--- src/rtl/clk_tick_gen.sv ---
// clk_tick_gen: multi-channel clock-enable generator.
// Each channel counts cycles up to a run-time programmable divide value and
// emits a one-cycle tick plus a 50 % square wave, all in the clk domain.
// A new divide value is staged in a per-channel shadow register and only
// reaches the active ratio at a wrap or a synchronous clear, so a running
// period is never cut short or overrun.
module clk_tick_gen #(
  parameter int                CLK_HZ   = 50_000_000,
  parameter int                NCH      = 4,
  parameter int                DIV_W    = 26,
  parameter logic [DIV_W-1:0]  DIV_INIT = DIV_W'(CLK_HZ - 1),
  parameter int                SEL_W    = (NCH > 1) ? $clog2(NCH) : 1
) (
  input  logic             clk,
  input  logic             RESETn,
  input  logic [NCH-1:0]   ch_en,
  input  logic [NCH-1:0]   sync_clr,
  input  logic             div_wr,
  input  logic [SEL_W-1:0] div_sel,
  input  logic [DIV_W-1:0] div_val,
  output logic [NCH-1:0]   tick_out,
  output logic [NCH-1:0]   sq_out,
  output logic [NCH-1:0]   pend
);

  // Per-channel state
  logic [NCH-1:0][DIV_W-1:0] cnt_q, cnt_d;
  logic [NCH-1:0][DIV_W-1:0] act_q, act_d;
  logic [NCH-1:0][DIV_W-1:0] shd_q, shd_d;
  logic [NCH-1:0]            pend_q, pend_d;
  logic [NCH-1:0]            tick_q, tick_d;
  logic [NCH-1:0]            sq_q, sq_d;

  // Decoded per-channel events
  logic                      sel_ok_s;
  logic [NCH-1:0]            wr_hit_s;
  logic [NCH-1:0]            wrap_s;
  logic [NCH-1:0]            apply_s;

  // Decode the divide-value write strobe; out-of-range indices hit nothing
  always_comb begin
    sel_ok_s = ({1'b0, div_sel} < (SEL_W + 1)'(NCH));
    wr_hit_s = '0;
    for (int i = 0; i < NCH; i++) begin
      if (div_wr && sel_ok_s && (div_sel == SEL_W'(i))) begin
        wr_hit_s[i] = 1'b1;
      end else begin
        wr_hit_s[i] = 1'b0;
      end
    end
  end

  // Detect wraps and the points where a pending shadow may be applied
  always_comb begin
    wrap_s  = '0;
    apply_s = '0;
    for (int i = 0; i < NCH; i++) begin
      wrap_s[i]  = ch_en[i] && (cnt_q[i] == act_q[i]);
      apply_s[i] = sync_clr[i] || wrap_s[i];
    end
  end

  // Next-state for counters, outputs, shadow and pending flags
  always_comb begin
    cnt_d  = cnt_q;
    act_d  = act_q;
    shd_d  = shd_q;
    pend_d = pend_q;
    tick_d = '0;
    sq_d   = sq_q;
    for (int i = 0; i < NCH; i++) begin
      // counter / output update, clear has highest priority
      if (sync_clr[i]) begin
        cnt_d[i]  = '0;
        tick_d[i] = 1'b0;
        sq_d[i]   = 1'b0;
      end else if (!ch_en[i]) begin
        cnt_d[i]  = cnt_q[i];
        tick_d[i] = 1'b0;
        sq_d[i]   = sq_q[i];
      end else if (wrap_s[i]) begin
        cnt_d[i]  = '0;
        tick_d[i] = 1'b1;
        sq_d[i]   = ~sq_q[i];
      end else begin
        cnt_d[i]  = cnt_q[i] + DIV_W'(1);
        tick_d[i] = 1'b0;
        sq_d[i]   = sq_q[i];
      end

      // a wrap or clear uses the shadow that was pending before this edge
      if (apply_s[i] && pend_q[i]) begin
        act_d[i] = shd_q[i];
      end else begin
        act_d[i] = act_q[i];
      end

      // a write in the same cycle stays pending for the following wrap/clear
      if (wr_hit_s[i]) begin
        shd_d[i]  = div_val;
        pend_d[i] = 1'b1;
      end else if (apply_s[i]) begin
        shd_d[i]  = shd_q[i];
        pend_d[i] = 1'b0;
      end else begin
        shd_d[i]  = shd_q[i];
        pend_d[i] = pend_q[i];
      end
    end
  end

  // State registers with asynchronous active-low reset
  always_ff @(posedge clk or negedge RESETn) begin
    if (!RESETn) begin
      cnt_q  <= '0;
      act_q  <= {NCH{DIV_INIT}};
      shd_q  <= {NCH{DIV_INIT}};
      pend_q <= '0;
      tick_q <= '0;
      sq_q   <= '0;
    end else begin
      cnt_q  <= cnt_d;
      act_q  <= act_d;
      shd_q  <= shd_d;
      pend_q <= pend_d;
      tick_q <= tick_d;
      sq_q   <= sq_d;
    end
  end

  assign tick_out = tick_q;
  assign sq_out   = sq_q;
  assign pend     = pend_q;

endmodule

--- config.mk ---
export PLATFORM = sky130hd
export DESIGN_NAME = clk_tick_gen
export DESIGN_NICKNAME = d
export VERILOG_FILES = /design/src/rtl/clk_tick_gen.sv
export SDC_FILE = /design/constraint.sdc
export NUM_CORES = 1
export LEC_CHECK = 0
export ABC_AREA = 0
export CAP_MARGIN = 30
export CORE_AREA = 2 2 227 229
export DETAILED_ROUTE_END_ITERATION = 12
export DIE_AREA = 0 0 229 231
export DONT_BUFFER_PORTS = 1
export SYNTH_ARGS = -nofsm -noshare
export SYNTH_HDL_FRONTEND = slang
export SYNTH_SLANG_ARGS = --single-unit
--- constraint.sdc ---
create_clock -name clk -period 3.25 [get_ports clk]
set_clock_uncertainty 0.05 [all_clocks]
set_input_delay 0.325 -clock clk [delete_from_list [all_inputs] [get_ports clk]]
set_output_delay 0.325 -clock clk [all_outputs]
set_load 0.05 [all_outputs]
==> flow_summary.json <==
{
  "die_area_um2": 52900,
  "cts_resized": 0,
  "layout-drive-gt1-share_pct": 36.08,
  "ys_seq_area_share_pct": 55.20,
  "drt_iter0_markers": 501,
  "synth_cells": 1159,
  "syn_to_final_growth_pct": 15.05,
  "yosys_warnings": 0,
  "violations": "hold timing",
  "postCtsSetupBuffers": 0,
  "synth_cell_types": 52,
  "timing.final.max_slew_violations": 0,
  "ios": 51,
  "holdWs_ns": -0.4957,
  "dp.cells": 1807,
  "cts.htree.levels": 2,
  "critPathRequiredTime_ns": 3.60,
  "synth_nets": 1202,
  "hold_buffers": 35,
  "grt-ovfl-total": 0,
  "synth_area_per_cell_um2": 12.95,
  "cts_buffers": 34,
  "clockBufferDepth": 3,
  "worstSetupPathType": "register to register",
  "maxCapViolCount": 0,
  "antenna_found_initial": 3,
  "tritoncts": "yes",
  "p_leak_nw": 6.917,
  "via_per_inst": 4.601,
  "fmaxAchievable_mhz": 401.5,
  "yosys_most_used_dff": "dfrtp_1",
  "async_flop_share_pct": 100.0,
  "grt_max_degree": 325,
  "ant_nets": 0,
  "final-setup-viol-count": 0,
  "wl_per_cell_um": 17.87,
  "cts_root_buf": "clkbuf_16",
  "synth_edf_count": 0,
  "cellPowerDensity_nw_per_um2": 677.5,
  "die_width_um": 229,
  "drt-total-wl_um": 34060,
  "drc_errors": 0,
  "rsz0062_at_grt": "false",
  "gp_congestion": 0.8010,
  "worstHoldPathType": "input port to asynchronous set/reset pin",
  "first_global_vias": 9211,
  "start_util_pct": 29.62,
  "r2r_setup_slack_ns": 0.76,
  "rows": 83,
  "num_vias": 8769,
  "synth_area_um2": 15010,
  "grt_pass1_wl_um": 54280,
  "period_share_pct": 76.63,
  "clk_latency_ns": 0.52,
  "hold_viol_final": 299,
  "fin_tns_setup_ns": 0,
  "drtPass1Iterations": 4,
  "ir_drop_mv": 0.3134,
  "cp.arrival_ns": 2.84,
  "ys_seq_elements": 324,
  "critical_path.endpoint_type": "register",
  "fin_cells": 1906,
  "cp_max_fo": 14,
  "cts.sinks": 324,
  "utilization_pct": 34.08,
  "nNetsFinal": 1242,
  "total_power_mw": 11.70,
  "start_kind": "register",
  "fp.dieH_um": 231,
  "tightestPinTransition_ns": 0.7962,
  "status": "complete, but fails checks",
  "dp_hpwl_um": 22410,
  "slew_headroom_pct": 46.48,
  "grt_use_total_pct": 13.04,
  "io_buffers": 0,
  "finalCriticalPeriod_ns": 2.491,
  "coreArea_um2": 50680,
  "cts.clk_slew.worst_paths_ns": 0.06
}
power by group:
| part | internal [mW] | switching (mW) | total (mW) |
|---|---|---|---|
| clock | 2.48 | 1.61 | 4.09 |
| sequential | 5.20 | 0.610 | 5.81 |
| combinational | 1.18 | 0.625 | 1.80 |
| total | 8.86 | 2.84 | 11.7 |
per-stage QoR:
| stage | instance area [um2] | worst slack, ns |
|---|---|---|
| floorplan | 15010 | 1.148 |
| global placement | 15730 | 0.7699 |
| detailed placement | 15730 | 0.7222 |
| CTS | 17260 | 0.7181 |
| global route | 17270 | 0.6020 |
| finish | 17270 | 0.7595 |
kinds of logic after synthesis:
logic type                 after synthesis  share of synthesized area (%)
and+or+nand+nor                        325                          11.43
DFF                                    324                          55.20
muxes                                  210                          17.24
xor gates and xnor gates               201                          11.73
buffers and inverters                   63                          2.125
AOI/OAI and AO/OA                       32                          1.934
adders and majority gates                4                         0.3334
state kept, by name, summed over array words and instances, names as in the netlist:
name      flops
tick_out      4
pend          4
sq_out        4
act_q       104
cnt_q       104
shd_q       104
Yosys cell counts, drive strengths merged (2+ instances only):
cell type	number	area share, %
a21o	3	0.15
nor2	126	3.2
and4	8	0.47
xnor2	128	7.5
and2	7	0.29
o2111ai	5	0.29
dfrtp	180	30
a31o	3	0.18
o32ai	2	0.12
nand4	50	2.1
a31oi	2	0.28
nor4	16	1.3
nor3	10	0.40
mux2	209	17
buf	26	1.2
or2	3	0.13
nand3	38	1.3
o211ai	2	0.10
dfstp	144	25
nand2	38	0.95
nand2b	2	0.083
ha	4	0.33
nand3b	4	0.20
or4	2	0.13
clkbuf	20	0.51
xor2	73	4.3
a41o	3	0.20
o21ai	7	0.26
nor3b	5	0.28
nor2b	4	0.17
a21oi	2	0.067
inv	17	0.43
and3	9	0.38
final cells by class:
cell class | instances | area (um2)
diodes | 1 | 2.502
clock buffers | 58 | 1107
clock inverters | 4 | 71.32
fillers | 4996 | 33410
inverters | 17 | 63.81
multi-input cells | 772 | 6411
flip-flops and latches | 324 | 8288
well taps | 680 | 850.8
repair buffers | 50 | 478.0
worst max-delay path: stages, from the launching register on:
cell	delay, ns
dfstp_2	0.55
xnor2_1	0.13
nand4_1	0.20
nor4_4	0.39
a41oi_4	0.43
buf_12	0.32
mux2_4	0.29
layer usage:
metal | wire length [um] | up-vias | share of wire, % | track usage (%)
li1 | - | 4084 | - | -
met1 | 15130 | 4480 | 44 | 16.51
met4 | 1222 | 0 | 3.6 | 5.540
met2 | 16690 | 134 | 49 | 22.27
met3 | 1020 | 71 | 3.0 | 1.853
met5 | 0 | - | 0 | 0
worst paths after layout:
kind,depth (start not counted),endpoint,startpoint
min in group clk,2,cnt_q[0]$_DFFE_PN0N_,ch_en[0]
worst min-delay path,0,cnt_q[48]$_DFFE_PN0N_,RESETn
max in group asynchronous,0,shd_q[85]$_DFFE_PN0P_,RESETn
worst max-delay path,6,act_q[11]$_DFFE_PN0P_,act_q[4]$_DFFE_PN1P_
worst min register to register,1,act_q[63]$_DFFE_PN0P_,shd_q[63]$_DFFE_PN0P_
worst max register to register,6,act_q[11]$_DFFE_PN0P_,act_q[4]$_DFFE_PN1P_
placed cells by master, fill, tap and decap left out, drive strengths merged, types with 2 or more instances in the layout:
cell type	Yosys	final
or2	3	3
a31oi	2	2
o32ai	2	2
and4	8	8
dfrtp	180	180
mux2	209	209
nand3b	4	4
xnor2	128	128
nand4	50	50
inv	17	18
and3	9	9
nor2b	4	4
dlygate4sd3	0	36
bufinv	0	2
o2111ai	5	5
o211ai	2	2
o21ai	7	7
clkbuf	20	58
or4	2	2
nand2b	2	2
dfstp	144	144
and2	7	7
nor3b	5	5
nand2	38	38
a21oi	2	2
nor4	16	16
a41o	3	3
nor3	10	10
buf	26	14
nand3	38	38
a31o	3	3
nor2	126	126
a21o	3	3
xor2	73	73
ha	4	4
No activity file was read; power rests on OpenSTA's default activity.
